--- config.mk ---
export PLATFORM = sky130hd
export DESIGN_NAME = cadder_arbiter
export DESIGN_NICKNAME = d
export VERILOG_FILES = /design/src/rtl/cadder_arbiter.sv
export SDC_FILE = /design/constraint.sdc
export NUM_CORES = 1
export LEC_CHECK = 0
export ABC_AREA = 1
export ABC_CLOCK_PERIOD_IN_PS = 2000
export BUFFER_PORTS_ARGS = -buffer_cell sky130_fd_sc_hd__buf_2
export CORE_MARGIN = 4
export CORE_UTILIZATION = 35
export DETAILED_ROUTE_END_ITERATION = 8
export PLACE_DENSITY_LB_ADDON = 0.15
export SYNTH_ARGS = -nofsm -noshare
export SYNTH_HDL_FRONTEND = slang
export SYNTH_SLANG_ARGS = --single-unit
--- constraint.sdc ---
create_clock -name clk -period 2 [get_ports clk]
set_input_delay 0.2 -clock clk [delete_from_list [all_inputs] [get_ports clk]]
set_output_delay 0.2 -clock clk [all_outputs]
set_load 0.02 [all_outputs]
--- src/rtl/cadder_arbiter.sv ---
// Round-robin arbiter sharing one registered 4-bit adder between NREQ requesters,
// with id tracking of in-flight sums and a backpressured response channel.
module cadder_arbiter #(
    parameter int NREQ = 4,
    localparam int IDW = $clog2(NREQ)
) (
    input  logic                clk,
    input  logic                rst,
    input  logic [NREQ-1:0]     req_valid,
    input  logic [4*NREQ-1:0]   req_a,
    input  logic [4*NREQ-1:0]   req_b,
    output logic [NREQ-1:0]     req_ready,
    output logic [3:0]          add_a,
    output logic [3:0]          add_b,
    input  logic [4:0]          add_z,
    output logic                rsp_valid,
    output logic [IDW-1:0]      rsp_id,
    output logic [4:0]          rsp_z,
    input  logic                rsp_ready
);

    typedef struct packed {
        logic           valid;
        logic [IDW-1:0] id;
        logic [3:0]     a;
        logic [3:0]     b;
    } stage_t;

    stage_t         s1;          // operands currently presented to the adder
    stage_t         s2;          // sum currently on add_z
    logic [3:0]     op_a_q;
    logic [3:0]     op_b_q;
    logic           stale;       // op_*_q hold S2's operands, not S1's
    logic           replay_q;    // S1 operands re-presented this cycle
    logic [IDW-1:0] ptr;

    logic           stall;
    logic           gnt_en;
    logic           gnt_any;
    logic [NREQ-1:0] gnt;
    logic [IDW-1:0] gnt_id;
    logic [IDW-1:0] scan_idx;
    logic [IDW-1:0] next_ptr;
    logic [3:0]     lane_a [NREQ];
    logic [3:0]     lane_b [NREQ];

    for (genvar g = 0; g < NREQ; g++) begin : g_lane
        assign lane_a[g] = req_a[4*g +: 4];
        assign lane_b[g] = req_b[4*g +: 4];
    end

    assign stall  = s2.valid & ~rsp_ready;
    // While S1's operands are not on the adder they must be replayed before any new issue.
    assign gnt_en = ~rst & ~stall & ~(stale & s1.valid) & ~replay_q;

    always_comb begin
        // NOTE: every variable gets a default before the loop, otherwise a latch is inferred.
        scan_idx = '0;
        gnt      = '0;
        gnt_any  = 1'b0;
        gnt_id   = '0;
        for (int k = 0; k < NREQ; k++) begin
            scan_idx = IDW'((int'(ptr) + k) % NREQ);
            if (gnt_en && !gnt_any && req_valid[scan_idx]) begin
                gnt_any       = 1'b1;
                gnt[scan_idx] = 1'b1;
                gnt_id        = scan_idx;
            end
        end
    end

    assign next_ptr  = (gnt_id == IDW'(NREQ - 1)) ? '0 : gnt_id + IDW'(1);
    assign req_ready = gnt;

    always_ff @(posedge clk or posedge rst) begin
        // NOTE: non-blocking assignments so every register samples pre-edge values.
        if (rst) begin
            s1       <= '0;
            s2       <= '0;
            op_a_q   <= '0;
            op_b_q   <= '0;
            stale    <= 1'b0;
            replay_q <= 1'b0;
            ptr      <= '0;
        end else if (stall) begin
            op_a_q   <= s2.a;
            op_b_q   <= s2.b;
            stale    <= 1'b1;
            replay_q <= 1'b0;
        end else if (stale && s1.valid) begin
            s2.valid <= 1'b0;
            op_a_q   <= s1.a;
            op_b_q   <= s1.b;
            stale    <= 1'b0;
            replay_q <= 1'b1;
        end else begin
            s2       <= s1;
            stale    <= 1'b0;
            replay_q <= 1'b0;
            if (gnt_any) begin
                s1     <= '{valid: 1'b1, id: gnt_id, a: lane_a[gnt_id], b: lane_b[gnt_id]};
                op_a_q <= lane_a[gnt_id];
                op_b_q <= lane_b[gnt_id];
                ptr    <= next_ptr;
            end else begin
                s1.valid <= 1'b0;
            end
        end
    end

    // S2's operands go straight to the adder from the first stalled cycle so add_z never moves.
    assign add_a     = stall ? s2.a : op_a_q;
    assign add_b     = stall ? s2.b : op_b_q;
    assign rsp_valid = s2.valid;
    assign rsp_id    = s2.id;
    assign rsp_z     = s2.valid ? add_z : '0;

endmodule

[Yosys cells after proc, flatten, opt, wreduce, memory -nomap -nowiden]
Index checks and enable logic that the tools add are counted.
Storage, ports and cells
  output and inout port bits: 20
  bits in registers: 34
  input port bits: 44
  word-level logic and storage cells: 109
Operators by class
  eq/ne operators: 1
  bitwise operators: 15
  reduce and logical (&&, ||, !) cells: 18
  add/subtract/negate cells: 4
  $lt $le $gt $ge: 9
  mux-type cells: 49
Operators by type and width (number)
  $mux W4: 16
  $mux W1: 17
  $bmux W4 S2: 2
  $logic_and A1 B1 Y1: 12
  $lt A2 B3 Y1 const B: 4
  $or A4 B4 Y4: 3
  $mux W2: 5
  $bmux W1 S2: 4
  $demux W1 S2: 4
  $ge A2 B1 Y1 const B: 4
  $not A1 Y1: 6
  $and A1 B1 Y1: 5
  $mux W5: 1
  $add A2 B1 Y2 const B: 2
  $add A2 B2 Y2 const B: 2
  $ge A3 B3 Y1 const B: 1
  $logic_not A1 Y1: 3
  $not A2 Y3: 1
  $reduce_and A3 Y1: 1
  $reduce_bool A3 Y1: 1
  $eq A2 B2 Y1 const B: 1
  $reduce_and A2 Y1: 1

[Longest topological paths before layout]
Gate-level depths: netlist of run 1.
  depth in word-level cells: 27
  mapped depth: 16
  gate-level depth less buffers: 16

[Worst setup path after synthesis of run 1]
OpenSTA, ideal clock, no wires.
  kind: register -> output
  start: register ptr[0]
  end: output port req_ready[0]
  buffers on the path: 0
  required time: 1.800 ns
  path slack: -0.169 ns
  data arrival time: 1.969 ns
  cell stages (with the launch flop): 8
  cells stage by stage: dfrtp_1 -> inv_2 -> ha_1 -> nand3_1 -> o21ai_1 -> nor2_2 -> nand3_4 -> o21ai_0
On the way
  longest elaborated chain between the ends: 16
RTL lines
  start, declared: line 35  | logic [IDW-1:0] ptr;
  start signal, assigned: line 104  | ptr <= next_ptr;
  branches (longest 15 deep; another with $lt A2 B3 Y1)
  $mux W4 (*): line 64  | if (gnt_en && !gnt_any && req_valid[scan_idx]) begin
  end, declared: line 12  | output logic [NREQ-1:0] req_ready,
Mark *: on every way between the ends. The select of a mux whose other input is x is not followed.

[Worst setup path in the final report of run 1]
  start: register ptr[0]
  end: output port req_ready[3]
Same word-level chain as after synthesis.

==> impl_metrics.py, run 1 <==
metrics = {
    "critical_path": {
        "crit_arrival_ps": 1890,
        "critPathCaptureType": "primary output",
        "worstReg2RegStart": "ptr[0]",
        "worst-path-max-fanout": 6,
        "critical_setup_path_kind": "flip-flop to primary output",
        "critical_path.startpoint": "ptr[0]",
        "critPathLaunchType": "flip-flop",
        "worst-endpoint-required_ps": 1800,
    },
    "routing": {
        "detailedRoute.firstPassIterationCount": 4,
        "vias_per_cell": 4.882,
        "ant_nets": 0,
        "post_drt_wl_per_cell_um": 13.93,
        "detailedRoute.firstIterationViolations": 101,
        "routed-via-count": 2485,
        "remaining_drc_errors": 0,
        "wl_um": 7089,
    },
    "sta": {
        "setup-violations-final": 13,
        "post-route-period-util_pct": 104.3,
        "slew_violations": 0,
        "setup_ws_ps": -86.89,
        "worst_hold_margin_ps": -0.5346,
        "max_slew.worst_pin.slew_ps": 434.9,
        "worst_skew_ps": 8.198,
        "setup_total_negative_slack_ps": -426.3,
        "timing_hold_violations_final": 1,
        "timing.slew.headroom_pct": 71.00,
        "achievable-frequency_mhz": 479.2,
        "post-route-min-period_ps": 2087,
        "unrepaired_setup_endpoints_after_global_routing": "yes",
    },
    "placement": {
        "post-dp-hpwl_um": 5108,
        "post_place_cells": 489,
        "total_of_buffers_placed_on_input_and_output_ports": 63,
        "placed_area_um2": 3019,
        "gpl.final_weighted_congestion": 0.7988,
    },
    "grt": {
        "grt_overflow_total": 0,
        "first_global_vias": 2426,
        "grt_use_total_pct": 16.94,
        "grt_first_pass_wirelength_um": 11520,
        "antenna_found_initial": 0,
        "pin_count_of_the_biggest_net_entering_global_routing": 35,
    },
    "logic_synthesis": {
        "synth_warnings": 0,
        "ys_types": 29,
        "synth_seq_cells": 34,
        "synth_flop_cell": "sky130_fd_sc_hd__dfrtp_1",
        "netlist_instances": 327,
        "synthesis.area_um2": 2427,
        "synth.avg_cell_area_um2": 7.423,
        "yosys-top-cells-area": "sky130_fd_sc_hd__dfrtp_1 35%, sky130_fd_sc_hd__nand2_1 12%, sky130_fd_sc_hd__nand3_1 8.7%, sky130_fd_sc_hd__inv_1 6.3%, sky130_fd_sc_hd__nand3_2 5.8%",
        "postSynthNetCount": 375,
        "synth.top_cell.area_share_pct": 35.05,
        "synth.largest_area_cell": "sky130_fd_sc_hd__dfrtp_1",
        "synth-edff-count": 0,
        "post-synth-top-count-cell": "sky130_fd_sc_hd__nand2_1",
        "yosysSeqAreaShare_pct": 35.05,
        "yosys-top-cells-count": "78 x sky130_fd_sc_hd__nand2_1, 42 x sky130_fd_sc_hd__nand3_1, 41 x sky130_fd_sc_hd__inv_1, 34 x sky130_fd_sc_hd__dfrtp_1, 27 x sky130_fd_sc_hd__o21ai_0",
        "ys_async_sr_fraction_pct": 100.0,
    },
    "die": {
        "io-pin-count": 64,
        "coreArea_um2": 6756,
        "floorplan.rows": 30,
        "die_width_um": 91.28,
        "fp.dieArea_um2": 8331,
        "floorplan.initialDensity_pct": 35.93,
        "floorplan.die.height_um": 91.28,
    },
    "clock_tree": {
        "ctsLongestPathBuffers": 2,
        "clk_root_buffer_cell": "sky130_fd_sc_hd__clkbuf_8",
        "tritoncts_num_sinks": 34,
        "tritoncts.num_buffers": 5,
        "cts_hold_repair.buffers": 0,
        "clkTransAtPathRegs_ps": 80,
        "cts-htree-levels": 2,
        "insertion_delay_ps": 290,
        "tritoncts": "built",
    },
    "finish": {
        "post_route_cells_drive_above_1_share_pct": 49.42,
        "synthesis_to_finish_area_growth_pct": 51.96,
        "final_std_cells_w_o_fill": 509,
        "antenna_cells_inserted": 0,
        "post-route-cell-area_um2": 3689,
        "final_net_count": 476,
    },
    "pwr": {
        "pwr_density_cell_nw_per_um2": 2094,
        "ir_drop_v": 0.001328,
        "total_leakage_power_nw": 1.830,
    },
    "hold_path": {
        "min_path_type": "input port to async pin",
    },
    "outcome": {
        "status": "finished, violations left",
        "failed_checks": "negative hold slack, negative setup slack",
    },
    "job": {
        "timing.max_cap.violations": 0,
    },
}
## routing by layer
| layer | routed length [µm] | up-vias | GRT usage (%) |
|---|---|---|---|
| met2 | 3196 | 66 | 27.41 |
| li1 | - | 1273 | - |
| met5 | 0 | - | 0 |
| met3 | 321 | 9 | 2.486 |
| met4 | 93 | 0 | 4.774 |
| met1 | 3478 | 1137 | 23.51 |
## final timing paths
kind	endpoint	slack, ps	cells after the start
min in group clk	s1[1]	270	5
max	req_ready[3]	-90	9
min reg2reg	rsp_valid	480	1
max in group asynchronous	ptr[0]	1680	3
max reg2reg	s1[1]	-30	15
min	rsp_id[1]	-0.5	3
## layout make-up
class | instances | area, µm²
fill | 645 | 3068
multi-input combinational | 234 | 1719
sequential | 34 | 852.1
timing repair buffer | 103 | 705.7
inverter | 50 | 197.7
tap | 80 | 100.1
clock buffer | 5 | 68.82
clock inverter | 3 | 45.04
## logic make-up (layout without fill, tap and decap cells)
family,after synthesis,after routing,share of synthesized area [%]
AOI/OAI and AO/OA,56,56,13.30
adders and majority gates,4,4,2.062
and+or+nand+nor,173,174,38.97
DFF,34,34,35.05
buffers and inverters,60,161,10.62
## worst max-delay path, stage by stage, from the launching register on
cell	delay [ps]
sky130_fd_sc_hd__dfrtp_2	400
sky130_fd_sc_hd__inv_4	50
sky130_fd_sc_hd__buf_8	130
sky130_fd_sc_hd__buf_4	170
sky130_fd_sc_hd__ha_1	230
sky130_fd_sc_hd__inv_1	140
sky130_fd_sc_hd__o22ai_2	100
sky130_fd_sc_hd__a21oi_2	150
sky130_fd_sc_hd__o21ai_4	70
sky130_fd_sc_hd__buf_6	130
## what timing repair did
item                                    in CTS  in global routing
gates resized for setup                     41                 66
hold endpoints to repair                     0                  0
pin swaps                                   14                 23
gates cloned                                 1                  0
endpoints found under the setup margin      14                 22
setup buffers                                8                  3
## stage by stage
step / power [W] / utilization [%] / setup WS (ps)
floorplan: 0.004372 / - / 21.62
detailed placement: 0.005704 / 44.69 / -41.44
global placement: 0.005673 / 44.69 / -14.16
CTS: 0.006903 / 49.96 / -69.75
finish: 0.007724 / 54.59 / -86.89
global route: 0.008325 / 54.59 / -209.1
## sequential cells by signal, indices dropped and copies added (netlist names)
signal / cells
op_a_q: 4
s1: 11
ptr: 2
rsp_id: 2
s2: 8
op_b_q: 4
rsp_valid: 1
replay_q: 1
stale: 1
## placed cells by master, fill, tap and decap left out, types with 6 or more instances in the layout
master                     netlist  final
sky130_fd_sc_hd__nand2_1        78     67
sky130_fd_sc_hd__buf_2           2     59
sky130_fd_sc_hd__inv_1          41     39
sky130_fd_sc_hd__dfrtp_1        34     33
sky130_fd_sc_hd__buf_4           2     27
sky130_fd_sc_hd__nand3_2        14     23
sky130_fd_sc_hd__nand3_1        42     22
sky130_fd_sc_hd__o21ai_0        27     17
sky130_fd_sc_hd__nand3_4         2     14
sky130_fd_sc_hd__buf_6           3     14
sky130_fd_sc_hd__nor2_1         15     13
sky130_fd_sc_hd__nand2_2         6     12
sky130_fd_sc_hd__a21oi_2         2      9
sky130_fd_sc_hd__nand2_4         7      8
sky130_fd_sc_hd__inv_2           8      7
sky130_fd_sc_hd__a21oi_1        14      7
sky130_fd_sc_hd__o211ai_1        6      6
sky130_fd_sc_hd__o21ai_1         1      6
## where the power goes
group          switching [W]  internal [W]
Sequential          0.000172       0.00106
Combinational        0.00351       0.00234
Clock               0.000274      0.000371
Total                0.00396       0.00377
(Power assumes the default switching activity.)
==> run 2, diff against run 1 <==
CORE_UTILIZATION = 48   (was 35)
==> impl_metrics.py, run 2 (synthesis results as in run 1) <==
metrics = {
    "grt": {
        "grt_first_pass_wirelength_um": 10970,
        "first_global_vias": 2437,
        "grt_overflow_total": 0,
        "grt_use_total_pct": 22.03,
        "pin_count_of_the_biggest_net_entering_global_routing": 35,
        "antenna_found_initial": 0,
    },
    "placement": {
        "total_of_buffers_placed_on_input_and_output_ports": 63,
        "gpl.final_weighted_congestion": 0.8136,
        "dp_worst_setup_slack_ps": -40.08,
        "post-dp-hpwl_um": 4776,
    },
    "routing": {
        "wl_um": 7044,
        "vias_per_cell": 5.291,
        "detailedRoute.firstPassIterationCount": 4,
        "detailedRoute.firstIterationViolations": 157,
        "routed-via-count": 2614,
        "post_drt_wl_per_cell_um": 14.26,
        "remaining_drc_errors": 0,
        "ant_nets": 0,
    },
    "outcome": {
        "status": "finished, violations left",
        "failed_checks": "negative hold slack, negative setup slack",
    },
    "finish": {
        "synthesis_to_finish_area_growth_pct": 43.45,
        "final_common_cell": "sky130_fd_sc_hd__nand2_1",
        "final_net_count": 474,
        "largest_reg_flops": 11,
        "fillCellCount": 401,
        "top_regs": "s1 (11), s2 (8)",
        "post_route_cells_drive_above_1_share_pct": 44.03,
        "postLayoutCoreUtil_pct": 72.29,
        "top_register": "s1",
        "layout_common_cells": "70 x sky130_fd_sc_hd__nand2_1, 59 x sky130_fd_sc_hd__buf_2, 39 x sky130_fd_sc_hd__inv_1, 33 x sky130_fd_sc_hd__dfrtp_1, 32 x sky130_fd_sc_hd__nand3_1",
        "antenna_cells_inserted": 0,
    },
    "pwr": {
        "power_w": 0.007287,
        "total_leakage_power_nw": 1.761,
        "pwr_density_cell_nw_per_um2": 2093,
        "ir_drop_v": 0.001105,
    },
    "clock_tree": {
        "tritoncts.num_buffers": 5,
        "tritoncts": "built",
        "clk_root_buffer_cell": "sky130_fd_sc_hd__clkbuf_8",
        "tritoncts_num_sinks": 34,
        "insertion_delay_ps": 280,
        "cts_hold_repair.buffers": 0,
        "clkTransAtPathRegs_ps": 70,
        "ctsLongestPathBuffers": 2,
        "cts-htree-levels": 2,
    },
    "critical_path": {
        "worst-endpoint-required_ps": 2160,
        "worst_path_max_delay_cell": "sky130_fd_sc_hd__dfrtp_2",
        "worst-path-max-fanout": 7,
        "crit_arrival_ps": 2290,
        "worstRegToRegCells": 16,
        "critPathLaunchType": "flip-flop",
        "critPathCaptureType": "flip-flop",
        "reg2reg_slack_ps": -130,
        "critical_setup_path_kind": "flip-flop to flip-flop",
        "cp_slowest_stage_delay_ps": 430,
        "cp_cell_sequence": "buf_6 -> nand2_2 -> nand2_1 -> nand2_1 -> nand2_2 -> nand2_1 -> nand2_2 -> inv_2 -> nand3_4 -> buf_4 -> nand3_4 -> nand2_4 -> buf_6 -> buf_4 -> nor2_1 -> a21oi_1",
    },
    "sta": {
        "setup_ws_ps": -126.7,
        "worst_hold_margin_ps": -0.3052,
        "timing_hold_violations_final": 1,
        "unrepaired_setup_endpoints_after_global_routing": "yes",
        "achievable-frequency_mhz": 470.2,
        "setup-violations-final": 20,
        "slew_violations": 0,
        "worst_skew_ps": 5.345,
        "max_slew.worst_pin.slew_ps": 422.7,
        "post-route-min-period_ps": 2127,
        "post-route-period-util_pct": 106.3,
        "setup_total_negative_slack_ps": -921.7,
        "timing.slew.headroom_pct": 71.82,
    },
    "die": {
        "floorplan.rows": 25,
        "coreArea_um2": 4817,
        "floorplan.die.height_um": 79.11,
        "floorplan.initialDensity_pct": 50.39,
        "io-pin-count": 64,
        "fp.dieArea_um2": 6258,
        "die_width_um": 79.11,
    },
    "job": {
        "timing.max_cap.violations": 0,
    },
    "hold_path": {
        "min_path_type": "input port to async pin",
    },
}
==> run 2: cell count changes in the layout (fill, tap and decap cells not counted), moves of 3 or more <==
cell                       before  now
sky130_fd_sc_hd__nand3_1       22   32
sky130_fd_sc_hd__buf_4         27   31
sky130_fd_sc_hd__buf_6         14    7
sky130_fd_sc_hd__buf_12         1    4
sky130_fd_sc_hd__nand3_4       14   10
sky130_fd_sc_hd__clkbuf_1       0    3
sky130_fd_sc_hd__nand3_2       23   17
sky130_fd_sc_hd__nand2_1       67   70
sky130_fd_sc_hd__a21oi_2        9    6
sky130_fd_sc_hd__a21oi_1        7   10
==> run 2: repair_timing <==
action                     4_1_cts  5_1_grt
buffers inserted                 7        7
pin swaps                       13       12
gates resized for setup         25       45
setup endpoints to repair       15       22
cloned                           1        0
==> run 2: worst max-delay path, delay by kind of cell (launching register included) <==
kind | cells | cell delay (ps)
AND/OR/NAND/NOR | 10 | 820
buffers and inverters | 5 | 640
flip-flops | 1 | 430
AO/OA/AOI/OAI | 1 | 90
==> run 2: layout make-up <==
cell class                 instances  area [µm²]  share of cell area, %
multi-input combinational        234        1577                  45.27
sequential                        34       852.1                  24.47
timing repair buffer             101       686.9                  19.73
inverter                          50       202.7                  5.821
tap                               67       83.83                  2.407
clock buffer                       8       80.08                  2.300
==> run 2: layer usage <==
metal / vias to the layer above / track usage (%) / wire [µm]
met5: - / 0 / 0
met4: 0 / 4.639 / 99
met3: 11 / 3.515 / 374
met2: 79 / 40.40 / 3672
met1: 1257 / 27.13 / 2897
li1: 1267 / - / -
==> run 2: per-stage QoR <==
| step | std cells | cell area [µm²] | hold slack (ps) |
|---|---|---|---|
| after floorplan | 327 | 2444 | 341.5 |
| after global placement | 471 | 2978 | 326.1 |
| after detailed placement | 471 | 2978 | 325.0 |
| after CTS | 487 | 3218 | 19.79 |
| after global routing | 494 | 3482 | 50.05 |
| final | 494 | 3482 | -0.3052 |
==> run 2: worst paths after layout <==
kind                                  end      start
worst max-delay path               ptr[1]     ptr[0]
worst min-delay path            rsp_id[1]        rst
worst max register to register     ptr[1]     ptr[0]
worst min register to register  rsp_valid      stale
max in group asynchronous          ptr[0]        rst
min in group clk                    s1[3]  req_b[11]
==> run 2: power breakdown <==
group          internal [W]  switching (W)  total, W
combinational       0.00226        0.00332   0.00558
clock              0.000247       0.000227  0.000474
sequential          0.00106       0.000170   0.00123
